[src/rtl/multiplier_acc_if.sv]
// rtl/multiplier_acc_if.sv - start/ready handshake bundle for the shift-add multiply-accumulator
//
// Signals:
//   start        request, accepted only while ready=1
//   multiplicand operand A (N bits), sampled on accept
//   multiplier   operand B (N bits), sampled on accept
//   addend       operand C (N bits, zero-extended), sampled on accept
//   product      A*B+C (2N bits), valid while ready=1 after a completed run
//   ready        1 = idle, product stable
//   done         one-cycle pulse on the cycle ready returns to 1
// Modports: master drives the request side, slave is the multiplier.

interface multiplier_acc_if #(
    parameter int N = 32
);
    logic             start;
    logic [N-1:0]     multiplicand;
    logic [N-1:0]     multiplier;
    logic [N-1:0]     addend;
    logic [2*N-1:0]   product;
    logic             ready;
    logic             done;

    modport master (
        output start, multiplicand, multiplier, addend,
        input  product, ready, done
    );

    modport slave (
        input  start, multiplicand, multiplier, addend,
        output product, ready, done
    );
endinterface

[src/rtl/multiplier_acc.sv]
// rtl/multiplier_acc.sv - sequential shift-add multiply-accumulate, product = A*B + C
//
// One partial product per clock. Also serves as the inverse of the column
// divider: quotient*divider + remainder rebuilds the dividend.
//
// Ports:
//   clk  in   system clock, all logic on posedge
//   rst  in   synchronous active-high reset, overrides start
//   bus  slave modport of multiplier_acc_if (start/operands in, product/ready/done out)
//
// Optional feature macro: MULT_EARLY_EXIT_EN
//   defined   - a run ends on the busy cycle after which no multiplier bits remain set
//   undefined - every run takes exactly N busy cycles

module multiplier_acc #(
    parameter int N = 32
) (
    input  logic             clk,
    input  logic             rst,
    multiplier_acc_if.slave  bus
);
    localparam int CW = $clog2(N + 1);

    logic [CW-1:0]  r_cnt;
    logic [2*N-1:0] r_acc;
    logic [2*N-1:0] r_mcand;
    logic [N-1:0]   r_mplier;
    logic           r_done;

    logic           w_ready;
    logic           w_accept;
    logic [N-1:0]   w_mplier_next;
    logic           w_last;

    assign w_ready       = (r_cnt == '0);
    assign w_accept      = w_ready && bus.start;
    assign w_mplier_next = r_mplier >> 1;

`ifdef MULT_EARLY_EXIT_EN
    // Once the shifted multiplier is empty no further partial products can be
    // added, so this busy cycle is the last one regardless of the count.
    assign w_last = (r_cnt == CW'(1)) || (w_mplier_next == '0);
`else
    assign w_last = (r_cnt == CW'(1));
`endif

    always_ff @(posedge clk) begin
        if (rst) begin
            r_cnt    <= '0;
            r_acc    <= '0;
            r_mcand  <= '0;
            r_mplier <= '0;
            r_done   <= 1'b0;
        end else begin
            r_done <= 1'b0;
            if (w_accept) begin
                r_acc    <= {{N{1'b0}}, bus.addend};
                r_mcand  <= {{N{1'b0}}, bus.multiplicand};
                r_mplier <= bus.multiplier;
                r_cnt    <= CW'(N);
            end else if (!w_ready) begin
                if (r_mplier[0]) begin
                    r_acc <= r_acc + r_mcand;
                end
                r_mcand  <= r_mcand << 1;
                r_mplier <= w_mplier_next;
                if (w_last) begin
                    r_cnt  <= '0;
                    r_done <= 1'b1;
                end else begin
                    r_cnt  <= r_cnt - CW'(1);
                end
            end
        end
    end

    assign bus.product = r_acc;
    assign bus.ready   = w_ready;
    assign bus.done    = r_done;
endmodule

[src/flat_wrapper.sv]
// flat-port wrapper written by rule: the top's interface ports become plain ports
module multiplier_acc_flat 
#(
    parameter int N = 32
)
  (clk, rst, bus_start, bus_multiplicand, bus_multiplier, bus_addend, bus_product, bus_ready, bus_done);
  multiplier_acc_if #(.N(N)) bus_i ();
  input  logic clk;
  input  logic rst;
  input wire logic [$bits(bus_i.start)-1:0] bus_start;
  input wire logic [$bits(bus_i.multiplicand)-1:0] bus_multiplicand;
  input wire logic [$bits(bus_i.multiplier)-1:0] bus_multiplier;
  input wire logic [$bits(bus_i.addend)-1:0] bus_addend;
  output wire logic [$bits(bus_i.product)-1:0] bus_product;
  output wire logic [$bits(bus_i.ready)-1:0] bus_ready;
  output wire logic [$bits(bus_i.done)-1:0] bus_done;
  assign bus_i.start = bus_start;
  assign bus_i.multiplicand = bus_multiplicand;
  assign bus_i.multiplier = bus_multiplier;
  assign bus_i.addend = bus_addend;
  assign bus_product = bus_i.product;
  assign bus_ready = bus_i.ready;
  assign bus_done = bus_i.done;
  multiplier_acc #(.N(N)) u_core (.clk(clk), .rst(rst), .bus(bus_i));
endmodule
[config.mk]
export PLATFORM = sky130hd
export DESIGN_NAME = multiplier_acc_flat
export DESIGN_NICKNAME = d
export VERILOG_FILES = /design/src/rtl/multiplier_acc_if.sv /design/src/rtl/multiplier_acc.sv /design/src/flat_wrapper.sv
export SDC_FILE = /design/constraint.sdc
export NUM_CORES = 1
export LEC_CHECK = 0
export BUFFER_PORTS_ARGS = -buffer_cell sky130_fd_sc_hd__buf_2
export CAP_MARGIN = 20
export CORE_UTILIZATION = 40
export DETAILED_ROUTE_END_ITERATION = 10
export PLACE_DENSITY = 0.62
export SKIP_LAST_GASP = 1
export SYNTH_ARGS = -nofsm -noshare
export SYNTH_HDL_FRONTEND = slang
export SYNTH_SLANG_ARGS = --single-unit
[constraint.sdc]
create_clock -name clk -period 3.08 [get_ports clk]
set_input_delay 0.616 -clock clk [delete_from_list [all_inputs] [get_ports clk]]
set_output_delay 0.616 -clock clk [all_outputs]
set_load 0.03 [all_outputs]
==> Word-level counts from Yosys, hierarchy flattened <==
Index checks and enable logic that the tools add are counted.
{ "op_classes": {"add_sub_neg": 2, "eq_ne": 2, "mux": 11, "n_bitwise": 1, "reduce_logical": 7} }
{ "op_table": {"columns": ["op", "n"], "rows": [
  ["32-bit two-way mux", 7],
  ["64-bit adder", 1],
  ["6-bit two-way mux", 3],
  ["6-bit by 1-bit equality test with 1-bit output (second input constant)", 1],
  ["6-bit zero test", 1],
  ["6-bit by 1-bit subtractor with 6-bit output (second input constant)", 1],
  ["2-bit AND reduction", 2],
  ["3-bit OR reduction", 1],
  ["2-bit inequality test (second input constant)", 1],
  ["2-bit nonzero test", 1],
  ["2-bit OR reduction", 1],
  ["1-bit logical AND", 1],
  ["1-bit two-way mux", 1],
  ["1-bit NOT", 1]
]} }
{ "word_totals": {"regBits": 167, "input_bits": 99, "out_inout_bits": 66, "elab_cells": 31} }

==> Depth between registers and ports, before layout <==
{ "depth": {"word_depth": 4, "ltp_mapped": 12, "mapped_depth_nobuf": 12} }

==> Least setup slack after synthesis <==
No wires, ideal clock.
{ "synth_path": {"kind": "register -> register", "startpoint": "reg u_core.r_acc[36] (netlist: u_core.bus.product[36])", "endpoint": "reg u_core.r_acc[63] (netlist: u_core.bus.product[63])", "setup_time_ps": 70, "t_arrival_ps": 2901, "required_ps": 3010, "slack_ps": 109, "stages_incl_launch_ff": 13, "n_path_buf": 1, "period_less_slack_ps": 2971, "cell_sequence": "dfxtp_1 ha_1 buf_2 a21o_1 a31o_1 a211oi_1 o21ai_1 a211oi_2 o2111ai_2 a311oi_1 xor2_1 or3_1 a21oi_1"} }
{ "synth_via": {"elab_chain_cells": 1} }
{ "synth_lines": {"columns": ["element", "line_no", "rtl"], "rows": [
  ["start: declaration", "multiplier_acc.sv:25", "logic [2*N-1:0] r_acc;"],
  ["start signal: assignment", "multiplier_acc.sv:57", "r_acc <= {{N{1'b0}}, bus.addend};"],
  ["start signal: assignment", "multiplier_acc.sv:63", "r_acc <= r_acc + r_mcand;"],
  ["64-bit adder", "multiplier_acc.sv:63", null]
]} }
No other way between the ends.
A chain may end at the register's enable or synchronous reset.

==> Worst setup path in the final report <==
{ "layout_path": {"startpoint": "reg u_core.r_mcand[0]", "endpoint": "reg u_core.r_acc[50] (netlist: u_core.bus.product[50])"} }
{ "layout_via": {"elab_chain_cells": 1} }
{ "layout_lines": {"columns": ["element", "line_no", "rtl"], "rows": [
  ["start: declaration", "multiplier_acc.sv:26", "logic [2*N-1:0] r_mcand;"],
  ["start signal: assignment", "multiplier_acc.sv:58", "r_mcand <= {{N{1'b0}}, bus.multiplicand};"],
  ["start signal: assignment", "multiplier_acc.sv:65", "r_mcand <= r_mcand << 1;"],
  ["64-bit adder", "multiplier_acc.sv:63", null]
]} }
No other way between the ends.

==> flow_summary.ini <==
[synthesis]
yosysWarningCount = 0
synthAdderAreaFrac_pct = 8.26
synthCells = 1277
synth-simple-area-share_pct = 17.4
ys_ff_latch = 167
synth.avg_cell_area_sq_um = 7.90
synth.area.top_cells = dfxtp_1, ha_1, nand2_1, mux2i_1, a21oi_1
synth_top_area_share_pct = 33.1
synth_cell_types = 57
synthArstFlopShare_pct = 0
synthFlopType = dfxtp_1
netlist_area_sq_um = 10100
yosysSeqAreaShare_pct = 33.1
synth.mux.area_fraction_pct = 6.35
synth_largest_area_cell = dfxtp_1
synth_compound_area_share_pct = 25.5
syn-num-nets = 1442
synth_edf_count = 0
synth-xor-area-share_pct = 5.47
synth_top_family_by_area = compound AO/OA/AOI/OAI gates

[placement]
io_buffers = 164
placed_area_sq_um = 11300
gp_congestion = 0.939
dp_hpwl_mm = 21.7
dpl.cell_count = 1718

[clock_tree]
clk_latency_ns = 0.44
cts_root_buffer = clkbuf_16
clockBufferDepth = 2
cts_buffers = 17
clk_pin_slew_ns = 0.07
htree_levels = 4
clock_sinks = 167
cts_tree = yes

[setup_path]
worstPathArrival_ns = 3.35
crit_required_ns = 3.45
rrSetupSlack_ns = 0.11
reg2reg_from = u_core.r_mcand[0]
reg2reg_depth = 14
start_kind = register
r2r-end = u_core.bus.product[50]
critical_path_class = reg -> reg
cp-end-kind = register
path_max_fanout = 3

[routing]
first_pass_iters = 7
drt_iter0_markers = 635
route.detailed.wl_per_inst_um = 17.1
drc = 0
antenna_left = 0
via_per_inst = 5.56
routed_wl_mm = 30.0
vias = 9763

[finish]
nNetsFinal = 1582
multi_input_area_sq_um = 6620
seq_area_sq_um = 3350
areaGrowthSynthToFinish_pct = 21.1
fin_cells = 1755
utilization_pct = 49.8
layout-drive-gt1-share_pct = 20.8
fill_cells = 2465
design_area_sq_um = 12200

[min_path]
hp-start = bus_addend[7]
hold_path_end = u_core.bus.product[7]
hold_depth = 3
worstHoldPathType = in -> reg

[timing]
fmax_ghz = 0.336
hold_ws_ns = 0.419
skew_ns = 0.00962
final.period_utilization_pct = 96.5
drv_slew = 0
slew_headroom_pct = 31.6
hold_viol = 0
min_period_ns = 2.97
worstMarginPinSlew_ns = 1.03
setup-violations-final = 0

[floorplanning]
die_area_sq_um = 25900
chipHeight_um = 161
core_sq_um = 24500
chipWidth_um = 161
rows = 57
start_util_pct = 41.1
ios = 165

[pwr]
powerDensity_nw_per_um2 = 890
p_leak_nw = 5.32
vdd_drop_max_uv = 655

[grt]
antenna_found_initial = 3
grt_pass1_vias = 9458
grt_max_degree = 121
gr-total-overflow = 0
grt_pass1_wl_mm = 49.0
grt_use_total_pct = 23.4

[job]
maxCapViolations = 0

[outcome]
outcome = finished clean
[power by group]
| part | switching (mW) | total, mW | internal [mW] |
|---|---|---|---|
| sequential | 0.523 | 3.30 | 2.78 |
| clock | 1.05 | 2.28 | 1.24 |
| combinational | 3.36 | 5.29 | 1.92 |
| total | 4.93 | 10.9 | 5.94 |
[worst max path at each step]
| stage | from | end | slack, ns | cells past startpoint |
|---|---|---|---|---|
| 2_1_floorplan | u_core.bus.product[36] | u_core.bus.product[63] | 0.11 | 12 |
| 3_3_place_gp | u_core.r_mcand[1] | u_core.bus.product[49] | 0.06 | 12 |
| 3_5_place_dp | u_core.bus.product[0] | u_core.bus.product[56] | -0.05 | 13 |
| 4_1_cts | u_core.r_mcand[1] | u_core.bus.product[49] | 0.01 | 12 |
| 5_1_grt | u_core.r_mcand[0] | u_core.bus.product[62] | -0.03 | 13 |
| 6_report | u_core.r_mcand[0] | u_core.bus.product[50] | 0.11 | 14 |
[what timing repair did]
item,in CTS,in global routing
gates resized for setup,4,53
buffers inserted,0,4
hold buffers,0,0
endpoints found under the setup margin,7,24
cloned,0,0
pin swaps,1,14
[flip-flops by register name, indices dropped and copies added (netlist names)]
register / count
u_core.bus.done: 1
u_core.bus.product: 64
u_core.r_cnt: 6
u_core.r_mcand: 64
u_core.r_mplier: 32
[metrics by stage]
| stage | power (mW) | setup WS [ns] | TNS (ns) |
|---|---|---|---|
| final | 10.9 | 0.108 | 0 |
| after global routing | 11.6 | -0.0330 | -0.0792 |
| after CTS | 10.7 | 0.0140 | 0 |
| after detailed placement | 8.38 | -0.0547 | -0.147 |
| after global placement | 8.32 | 0.0647 | 0 |
| after floorplan | 6.89 | 0.109 | 0 |
[cell usage in the layout, fill, tap and decap left out, drive strengths merged, types with 3 or more instances in the layout]
cell     instances
mux2i           64
inv             24
xnor2           30
a211oi          73
o211ai           9
a22oi            3
nand3           13
buf            208
nand4           15
nor2b            5
o21bai          13
o21a             4
o22ai            7
nand2          197
a2111oi         17
a21boi           4
nor2           154
and3             8
and2             5
o21ai           47
xor2            33
nor3            12
nor4             4
ha              65
a31oi           15
dfxtp          167
or3              5
a21o            48
a311oi           8
clkbuf          17
a21oi          127
[final cells by class]
type	count	share of cell area, %
clock buffers	17	3.48
multi-input cells	1010	54.2
flip-flops and latches	167	27.4
inverters	13	0.420
diodes	1	0.0205
repair buffers	208	9.73
well taps	324	3.32
clock inverters	15	1.46
[routing by layer]
layer,global-route usage [%],part of all wire (%),vias to the layer above
met5,0,0.10,-
met4,8.19,2.6,4
met3,5.63,6.1,59
met2,36.3,44,254
met1,31.5,47,4585
li1,-,-,4861
[synthesized netlist by cell type, types with 14 or more instances]
cell and number:
a2111oi_0 17, xnor2_1 30, a21o_1 48, a31oi_1 14, nand2_1 197, clkbuf_1 63
mux2i_1 64, nor2_1 154, nand4_1 15, o21ai_0 34, xor2_1 33, a211oi_1 71
dfxtp_1 167, a21oi_1 126, ha_1 65
[worst max-delay path, stage by stage (launching register included)]
cell and delay (ns):
dfxtp_2 0.36, ha_4 0.16, fa_2 0.21, a21oi_1 0.08, o211ai_1 0.32, nand3_2 0.20
a31oi_4 0.21, a41oi_1 0.15, buf_4 0.18, o31a_1 0.32, buf_4 0.16, o21ai_1 0.15
xor2_1 0.17, nand2_1 0.08, a21oi_2 0.16
[cells by family (layout without fill, tap and decap cells)]
family                     count (synthesis)  after routing
AOI/OAI and AO/OA                        393            393
and+or+nand+nor                          424            424
xor gates and xnor gates                  63             63
muxes                                     64             64
other                                      0              1
adders and majority gates                 66             66
DFF                                      167            167
buffers and inverters                    100            253
(Power assumes the default switching activity.)
